### src/rtl/reg_wb_queue.sv
`default_nettype none
// ============================================================================
// Module   : reg_wb_queue
// Brief    : In-order register-file write-back queue with pending-write
//            forwarding. Define REG_WB_COALESCE_EN to merge a request into the
//            youngest queued entry when the addresses match.
// Revision : 1.0 - initial release
// ============================================================================
module reg_wb_queue #(
  parameter int PW    = 3,
  parameter int DW    = 8,
  parameter int DEPTH = 4
) (
  input  logic                       clk,
  input  logic                       rst_n,
  input  logic                       req_valid,
  output logic                       req_ready,
  input  logic [PW-1:0]              req_addr,
  input  logic [DW-1:0]              req_data,
  input  logic                       stall,
  output logic                       wr_en,
  output logic [PW-1:0]              wr_addr,
  output logic [DW-1:0]              dat_in,
  input  logic [PW-1:0]              lookup_addr,
  output logic                       lookup_hit,
  output logic [DW-1:0]              lookup_data,
  output logic [$clog2(DEPTH+1)-1:0] count
);

  localparam int AW = $clog2(DEPTH);
  localparam int CW = $clog2(DEPTH+1);

  logic [PW-1:0] r_addr [DEPTH];
  logic [DW-1:0] r_data [DEPTH];
  logic [AW-1:0] r_head;
  logic [AW-1:0] r_tail;
  logic [CW-1:0] r_count;
  logic          r_wr_en;
  logic [PW-1:0] r_wr_addr;
  logic [DW-1:0] r_dat_in;

  logic          w_pop;
  logic          w_coal_hit;
  logic          w_ready;
  logic          w_alloc;
  logic          w_merge;
  logic [AW-1:0] w_young;
  logic          w_hit;
  logic [DW-1:0] w_ldata;

  assign w_pop   = (r_count != '0) && !stall;
  assign w_young = r_tail - AW'(1);

`ifdef REG_WB_COALESCE_EN
  // The youngest entry is only off-limits when it is also the head being popped.
  assign w_coal_hit = (r_count != '0) && (r_addr[w_young] == req_addr) &&
                      !(w_pop && (r_count == CW'(1)));
`else
  assign w_coal_hit = 1'b0;
`endif

  assign w_ready = (r_count != CW'(DEPTH)) || w_coal_hit;
  assign w_alloc = req_valid && w_ready && !w_coal_hit;
  assign w_merge = req_valid && w_coal_hit;

  always_ff @(posedge clk or negedge rst_n) begin
    if (!rst_n) begin
      r_head    <= '0;
      r_tail    <= '0;
      r_count   <= '0;
      r_wr_en   <= 1'b0;
      r_wr_addr <= '0;
      r_dat_in  <= '0;
    end else begin
      r_wr_en <= w_pop;
      if (w_pop) begin
        r_wr_addr <= r_addr[r_head];
        r_dat_in  <= r_data[r_head];
        r_head    <= r_head + AW'(1);
      end
      if (w_alloc) begin
        r_tail <= r_tail + AW'(1);
      end
      case ({w_alloc, w_pop})
        2'b10:   r_count <= r_count + CW'(1);
        2'b01:   r_count <= r_count - CW'(1);
        default: r_count <= r_count;
      endcase
    end
  end

  // Storage carries no reset; occupancy alone decides which entries are live.
  always_ff @(posedge clk) begin
    if (w_alloc) begin
      r_addr[r_tail] <= req_addr;
      r_data[r_tail] <= req_data;
    end else if (w_merge) begin
      r_data[w_young] <= req_data;
    end
  end

  // Walk oldest to youngest so the last match wins; the output register is the oldest source.
  always_comb begin
    w_hit   = r_wr_en && (r_wr_addr == lookup_addr);
    w_ldata = w_hit ? r_dat_in : '0;
    for (int i = 0; i < DEPTH; i++) begin
      if ((CW'(i) < r_count) && (r_addr[r_head + AW'(i)] == lookup_addr)) begin
        w_hit   = 1'b1;
        w_ldata = r_data[r_head + AW'(i)];
      end
    end
  end

  assign req_ready   = w_ready;
  assign wr_en       = r_wr_en;
  assign wr_addr     = r_wr_addr;
  assign dat_in      = r_dat_in;
  assign lookup_hit  = w_hit;
  assign lookup_data = w_ldata;
  assign count       = r_count;

endmodule
`default_nettype wire
### config.mk
export PLATFORM = sky130hd
export DESIGN_NAME = reg_wb_queue
export DESIGN_NICKNAME = d
export VERILOG_FILES = /design/src/rtl/reg_wb_queue.sv
export SDC_FILE = /design/constraint.sdc
export NUM_CORES = 1
export LEC_CHECK = 0
export ABC_CLOCK_PERIOD_IN_PS = 6370
export BUFFER_PORTS_ARGS = -buffer_cell sky130_fd_sc_hd__buf_2
export CAP_MARGIN = 20
export CELL_PAD_IN_SITES_DETAIL_PLACEMENT = 0
export CELL_PAD_IN_SITES_GLOBAL_PLACEMENT = 1
export CORE_AREA = 3 3 102 104
export DETAILED_ROUTE_END_ITERATION = 10
export DIE_AREA = 0 0 105 107
export PLACE_DENSITY = 0.66
export SYNTH_ARGS = -nofsm -noshare
export SYNTH_HDL_FRONTEND = slang
export SYNTH_SLANG_ARGS = --single-unit
### constraint.sdc
create_clock -name clk -period 6.37 [get_ports clk]
set_clock_uncertainty 0.1 [all_clocks]
set_input_delay 1.274 -clock clk [delete_from_list [all_inputs] [get_ports clk]]
set_output_delay 1.274 -clock clk [all_outputs]
set_load 0.005 [all_outputs]
==> results.md, run 1 <==
* Worst Path Max Fanout at 31
* Path type of the worst setup path: register to primary output
* R2R Setup Slk at between 3000 and 4000 ps
* Initial drt markers at around 210
* Area grow syn2layout at 13.5%
* R2r worst-path depth at 4
* Antenna violations before repair at 1
* Yosys warnings at 0
* Slowest CP cell: dfrtp_1
* Number of antenna diodes at 0
* Drt wl/cell at 17.7 microns
* Hold Crit Class: register to register
* Avg Synthesized Cell Area at between 10 and 15 sq um
* # IOs at 43
* Slowest stage delay, CP at ~940 ps
* Syn nets at roughly 360
* Count of cell types in the netlist at 36
* Core area at around 0.0096 sq mm
* RSZ-0062 raised after global routing: false
* Total Routing Usage GR at between 10% and 20%
* Most common cell after layout, fill and taps aside: nand2_1
* Routability cong. at 0.777
* Cts hold-fix bufs at 0
* Die height at ~110 microns
* Peak supply drop at approximately 150 uV
* Slew HR at between 30% and 40%
* Post-Syn Area at ~0.0038 sq mm
* Critical Path End: lookup_data[7]
* Worst setup path startpoint: r_head[0]$_DFFE_PN0P_
* Startpoint types: register
* Yosys reg bits at 63
* Worst Setup Slack, final at roughly 1300 ps
* Worst path arrival time at between 3000 and 4000 ps
* Max Freq at 0.198 GHz
* Post-place setup slack at around 1700 ps
* MaxCap Viol Count at 0
* Clk buf depth at 2
* Hold Vio Cnt, Final at 0
* Outcome: finished, final reports clean
* Seq/Total Area, Yosys at a little under half
* Die Area at 0.0112 sq mm
* Most frequent cells in the layout: 46 x nand2_1, 44 x edfxtp_1, 42 x mux2i_1, 42 x buf_2, 26 x mux2_2
* Synth Instances at about 330
* Worst reg2reg startpoint: r_head[1]$_DFFE_PN0P_
* First-pass GRT wire length at 14300 microns
* Pins Over Slew Limit at 0
* Layout Cells excl Fill at 506
* Dpl cells at slightly below 500
* Post-CTS Setup Repair Bufs at 0
* WP buf/inv at 1
* IO buf count at 42
* R2r endpoint: dat_in[0]$_DFFE_PN0P_
* Initial Util at between 30% and 40%
* Final Cell Area at approximately 0.0043 sq mm
* Setup_tns at 0 ps
* Clk_lat worst skew at around 330 ps
* Final core utilization at around 45%
* Number of global-route vias before repair at between 2k and 2.5k
* Die width at 105 microns
* Nets at between 300 and 400
* Vias per cell at between 5 and 6
* WHS Path Cells at 2
* CTS root buf: clkbuf_8
* Crit path depth at 7
* Post-CTS sizing at 0
* CTS tree: done
* Worst slew pin tran at between 900 and 1000 ps
* Remaining global-route overflow at 0
* Min Tclk post-route at 5050 ps
* CTS sink count at 63
* Routed Antenna Nets at 0
* Inserted Clock Buffers at 9
* Pleak at roughly 0.0017 uW
* Final wirelength at 8980 microns
* Drt pass-1 iters at 5
* Fin crit share at between 70 and 80%
* Area after DPL at between 0.004 and 0.005 sq mm
* DRC viols at 0
* Row count at 36
* Top cell family by delay on the critical path: multiplexers
* Max H-tree Level at 3
* Share of layout cells above drive strength 1 at 24.9%
* Crit path cell chain: mux4_2, xor2_1, a21oi_1, and3_1, mux2_2, a211oi_1, buf_2
* CTS clk-pin slew, worst paths at roughly 80 ps
* DP HPWL at approximately 6400 microns
* Vias at 2605
* CP required at roughly 5000 ps
* Endpoints failing setup at 0
* Maximum number of pins on one net before global-route repair at 32
* Critical Path Sink Type: primary output
* Power Density at roughly 520 mW/mm^2
-- per-stage QoR --
stage	hold WS (ps)	total power, uW
after global placement	382	1850
after floorplan	394	1500
after CTS	414	2230
after detailed placement	398	1850
final	406	2210
after global routing	462	2390
-- power by group --
part,internal (uW),switching [uW]
Clock,218,151
Sequential,564,140
Combinational,513,627
Total,1290,918
-- worst min-delay path by stage --
stage / to / slack [ps] / from
after global routing: dat_in[2]$_DFFE_PN0P_ / 460 / dat_in[2]$_DFFE_PN0P_
final: dat_in[4]$_DFFE_PN0P_ / 410 / dat_in[4]$_DFFE_PN0P_
after global placement: dat_in[4]$_DFFE_PN0P_ / 380 / dat_in[4]$_DFFE_PN0P_
after CTS: dat_in[7]$_DFFE_PN0P_ / 410 / dat_in[7]$_DFFE_PN0P_
after detailed placement: dat_in[4]$_DFFE_PN0P_ / 400 / dat_in[4]$_DFFE_PN0P_
after floorplan: dat_in[0]$_DFFE_PN0P_ / 390 / dat_in[0]$_DFFE_PN0P_
-- flip-flops by register name, indices dropped and copies added (netlist names) --
name	cells
r_data	32
r_addr	12
dat_in	8
count	3
wr_addr	3
r_head	2
r_tail	2
wr_en	1
-- worst register-to-register path, delay by kind of cell (launching register included) --
family / cells / cell delay (ps)
multiplexers: 1 / 390
flip-flops: 1 / 860
buffers and inverters: 1 / 440
AO/OA/AOI/OAI: 2 / 520
-- routing by layer --
metal | part of all wire, % | GRT usage (%) | vias to the layer above
met4 | 1.4 | 5.53 | 2
met2 | 43 | 24.2 | 78
li1 | - | - | 1302
met3 | 4.8 | 2.83 | 11
met5 | 0.078 | 0 | -
met1 | 51 | 25.2 | 1212
-- logic make-up (layout without fill, tap and decap cells) --
group           Yosys count  in the layout  synth area share [%]
compound gates           57             57                  9.99
buf+inv                  29             70                  3.51
mux                      73             73                  21.8
flops                    63             63                  47.5
fa+ha+maj                 9              9                  2.98
xor+xnor                 21             21                  4.86
simple gates             80             80                  9.33
-- final cells by class --
cell class	count	area [sq um]
inverters	8	30.0
multi-input cells	240	1850
fillers	931	5350
repair buffers	46	240
flip-flops and latches	63	1800
well taps	133	166
clock inverters	5	72.6
clock buffers	11	131
-- synthesized netlist by cell type, drive strengths merged --
cell type,instances,area [sq um]
nor4,7,43.8
inv,8,30.0
and4b,1,10.0
o21ai,23,115
or3,1,6.26
and3,5,31.3
a21o,1,7.51
a21oi,12,63.8
nor3,3,20.0
dfrtp,19,475
and2,1,6.26
o311a,1,10.0
nand3,2,10.0
mux2i,42,420
o21a,1,7.51
mux2,26,293
nor2,14,52.6
a221oi,7,61.3
nand2,46,173
ha,9,113
a311oi,1,8.76
buf,10,61.3
edfxtp,44,1320
a2111oi,1,27.5
xnor2,16,140
xor2,5,43.8
a211o,1,8.76
a211oi,9,67.6
mux4,5,113
clkbuf,11,41.3
Power figures use the tool's default switching activity.
==> run 2, diff against run 1 <==
- ABC_CLOCK_PERIOD_IN_PS: 6370 -> 4100
- PLACE_DENSITY: 0.66 -> 0.69
- clock period: 6.37 -> 4.1 ns (I/O delays scaled with it)
==> run 2 against run 1 <==
Final area up 0.35%; core utilization rose by 0.16 points; global-route usage is 0.57 points lower; first-iteration DRC count decreased by 19%; sequential share of layout area decreased by 0.088 points; critical endpoint is now lookup_data[0]; non-clock buffer count grew 3; worst hold slack worse by 96 ps; die area unchanged.
==> results.md, run 2 (synthesis gave the netlist of run 1 again) <==
* Area after DPL at 0.00411 sq mm (+0.55%)
* Worst Path Max Fanout at 17 (-45%)
* First-pass GRT wire length at 13900 microns (-2.9%)
* Clk buf depth at 2 (unchanged)
* Post-CTS sizing at 0 (unchanged)
* Number of antenna diodes at 0 (unchanged)
* CTS tree: done
* Post-CTS Setup Repair Bufs at 0 (unchanged)
* Routability cong. at 0.787 (+1.2%)
* Nets at 398 (+0.76%)
* DP HPWL at 6170 microns (-3.2%)
* Hold Vio Cnt, Final at 0 (unchanged)
* Cts hold-fix bufs at 0 (unchanged)
* Fin crit share at a little over nine tenths
* Max reg flops at 32 (unchanged)
* R2R Setup Slk at 1730 ps (-2200 ps)
* Worst slew pin tran at 721 ps (-188 ps)
* CTS clk-pin slew, worst paths at 80 ps (about the same)
* Final Cell Area at 0.00431 sq mm (+0.35%)
* Antenna violations before repair at 0 (-1)
* Setup_tns at 0 ps (unchanged)
* Inserted Clock Buffers at 9 (unchanged)
* Drt wl/cell at 16.8 microns (-5.4%)
* Gate power share at 54.0% (+2.5 points)
* DRC viols at 0 (unchanged)
* Critical Path Sink Type: primary output
* Initial drt markers at 168 (-19%)
* Die width at 105 microns (unchanged)
* Path type of the worst setup path: register to primary output
* IO buf count at 42 (unchanged)
* R2r worst-path depth at 7 (+3)
* Pleak at 0.00172 uW (+0.53%)
* Total Routing Usage GR at 16.1% (-0.57 points)
* Most frequent cells in the layout: 46 x nand2_1, 44 x edfxtp_1, 42 x mux2i_1, 42 x buf_2, 26 x mux2_2
* MaxCap Viol Count at 0 (unchanged)
* Final wirelength at 8550 microns (-4.8%)
* Vias per cell at 5.14 (-0.13%)
* Clk_lat worst skew at 340 ps (about the same)
* Power Density at 787 mW/mm^2 (+53%)
* Switch share at 41.9% (+0.39 points)
* Vias at 2617 (+0.46%)
* Initial Util at 39.2% (unchanged)
* R2r endpoint: count[2]$_DFFE_PN0P_
* Routed Antenna Nets at 0 (unchanged)
* Area grow syn2layout at 13.9%
* Startpoint types: register
* Outcome: finished, final reports clean
* Endpoints failing setup at 0 (unchanged)
* Max Freq at around 0.26 GHz
* Sequential Power Share at 30.5% (-1.3 points)
* CTS root buf: clkbuf_8
* CP required at 3180 ps (-1820 ps)
* Worst path arrival time at 2970 ps (-700 ps)
* Number of global-route vias before repair at 2552 (+2.4%)
* Switching power at 1420 uW (+55%)
* Hold WS at 310 ps (-95.7 ps)
* Remaining global-route overflow at 0 (unchanged)
* Core area at 0.00964 sq mm (unchanged)
* Peak supply drop at 255 uV (+71%)
* Max H-tree Level at 3 (unchanged)
* Share of layout cells above drive strength 1 at 26.6% (+1.7 points)
* Maximum number of pins on one net before global-route repair at 40 (+25%)
* Clock power share at 15.5% (-1.2 points)
* Slew HR at 51.9% (+13 points)
* Drt pass-1 iters at 4 (-1)
* Worst reg2reg startpoint: count[0]$_DFFE_PN0P_
* Row count at 36 (unchanged)
* CTS sink count at 63 (unchanged)
* RSZ-0062 raised after global routing: false
* Top reg by flops: r_data
* Die Area at 0.0112 sq mm (unchanged)
* Most common cell after layout, fill and taps aside: nand2_1
* Pins Over Slew Limit at 0 (unchanged)
* Min Tclk post-route at 3890 ps
* # IOs at 43 (unchanged)
* Overall power at 3390 uW (+53%)
* Pint at 1970 uW (+52%)
* Hold Crit Class: primary input to asynchronous set/reset pin
* Die height at 107 microns (unchanged)
## run 2: worst max-delay path by stage
stage	cells past startpoint	slack, ps	end	start
finish	8	210	lookup_data[0]	r_head[1]$_DFFE_PN0P_
global route	8	20	lookup_data[0]	r_head[1]$_DFFE_PN0P_
CTS	8	80	lookup_data[0]	r_head[1]$_DFFE_PN0P_
detailed placement	8	450	lookup_data[0]	r_head[1]$_DFFE_PN0P_
global placement	8	470	lookup_data[0]	r_head[1]$_DFFE_PN0P_
floorplan	7	540	lookup_data[5]	lookup_addr[1]
## run 2: through the flow
stage	utilization [%]	instances	setup slack (ps)
after global routing	44.7	509	22.0
after CTS	44.6	509	82.1
after detailed placement	42.6	493	449
after global placement	42.6	493	470
final	44.7	509	209
after floorplan	-	332	545
## run 2: layout make-up
class,count,area (sq um)
tap,133,166
timing repair buffer,49,267
fill,936,5330
inverter,8,30.0
sequential,63,1800
multi-input combinational,240,1850
clock inverter,6,61.3
clock buffer,10,128
## run 2: per-layer routing
metal | vias up | wire, microns | global-route usage (%)
li1 | 1303 | - | -
met3 | 11 | 375 | 3.49
met2 | 70 | 3600 | 23.1
met4 | 0 | 131 | 5.53
met1 | 1233 | 4430 | 24.0
met5 | - | 0 | 0
## run 2: critical path, stage by stage, from the launching register on
cell and delay (ps):
dfrtp_4 560, mux4_2 540, xnor2_1 140, nand2_1 100, a2111oi_4 290, buf_6 240
mux2_2 360, a211oi_1 220, buf_2 160
## run 2: power groups by stage
stage                     sequential [uW]  clock (uW)  combinational, uW
final                                1030         526               1830
after global routing                 1060         578               2020
after CTS                            1030         540               1830
after detailed placement             1050           0               1820
after global placement               1030           0               1820
after floorplan                       985           0               1340
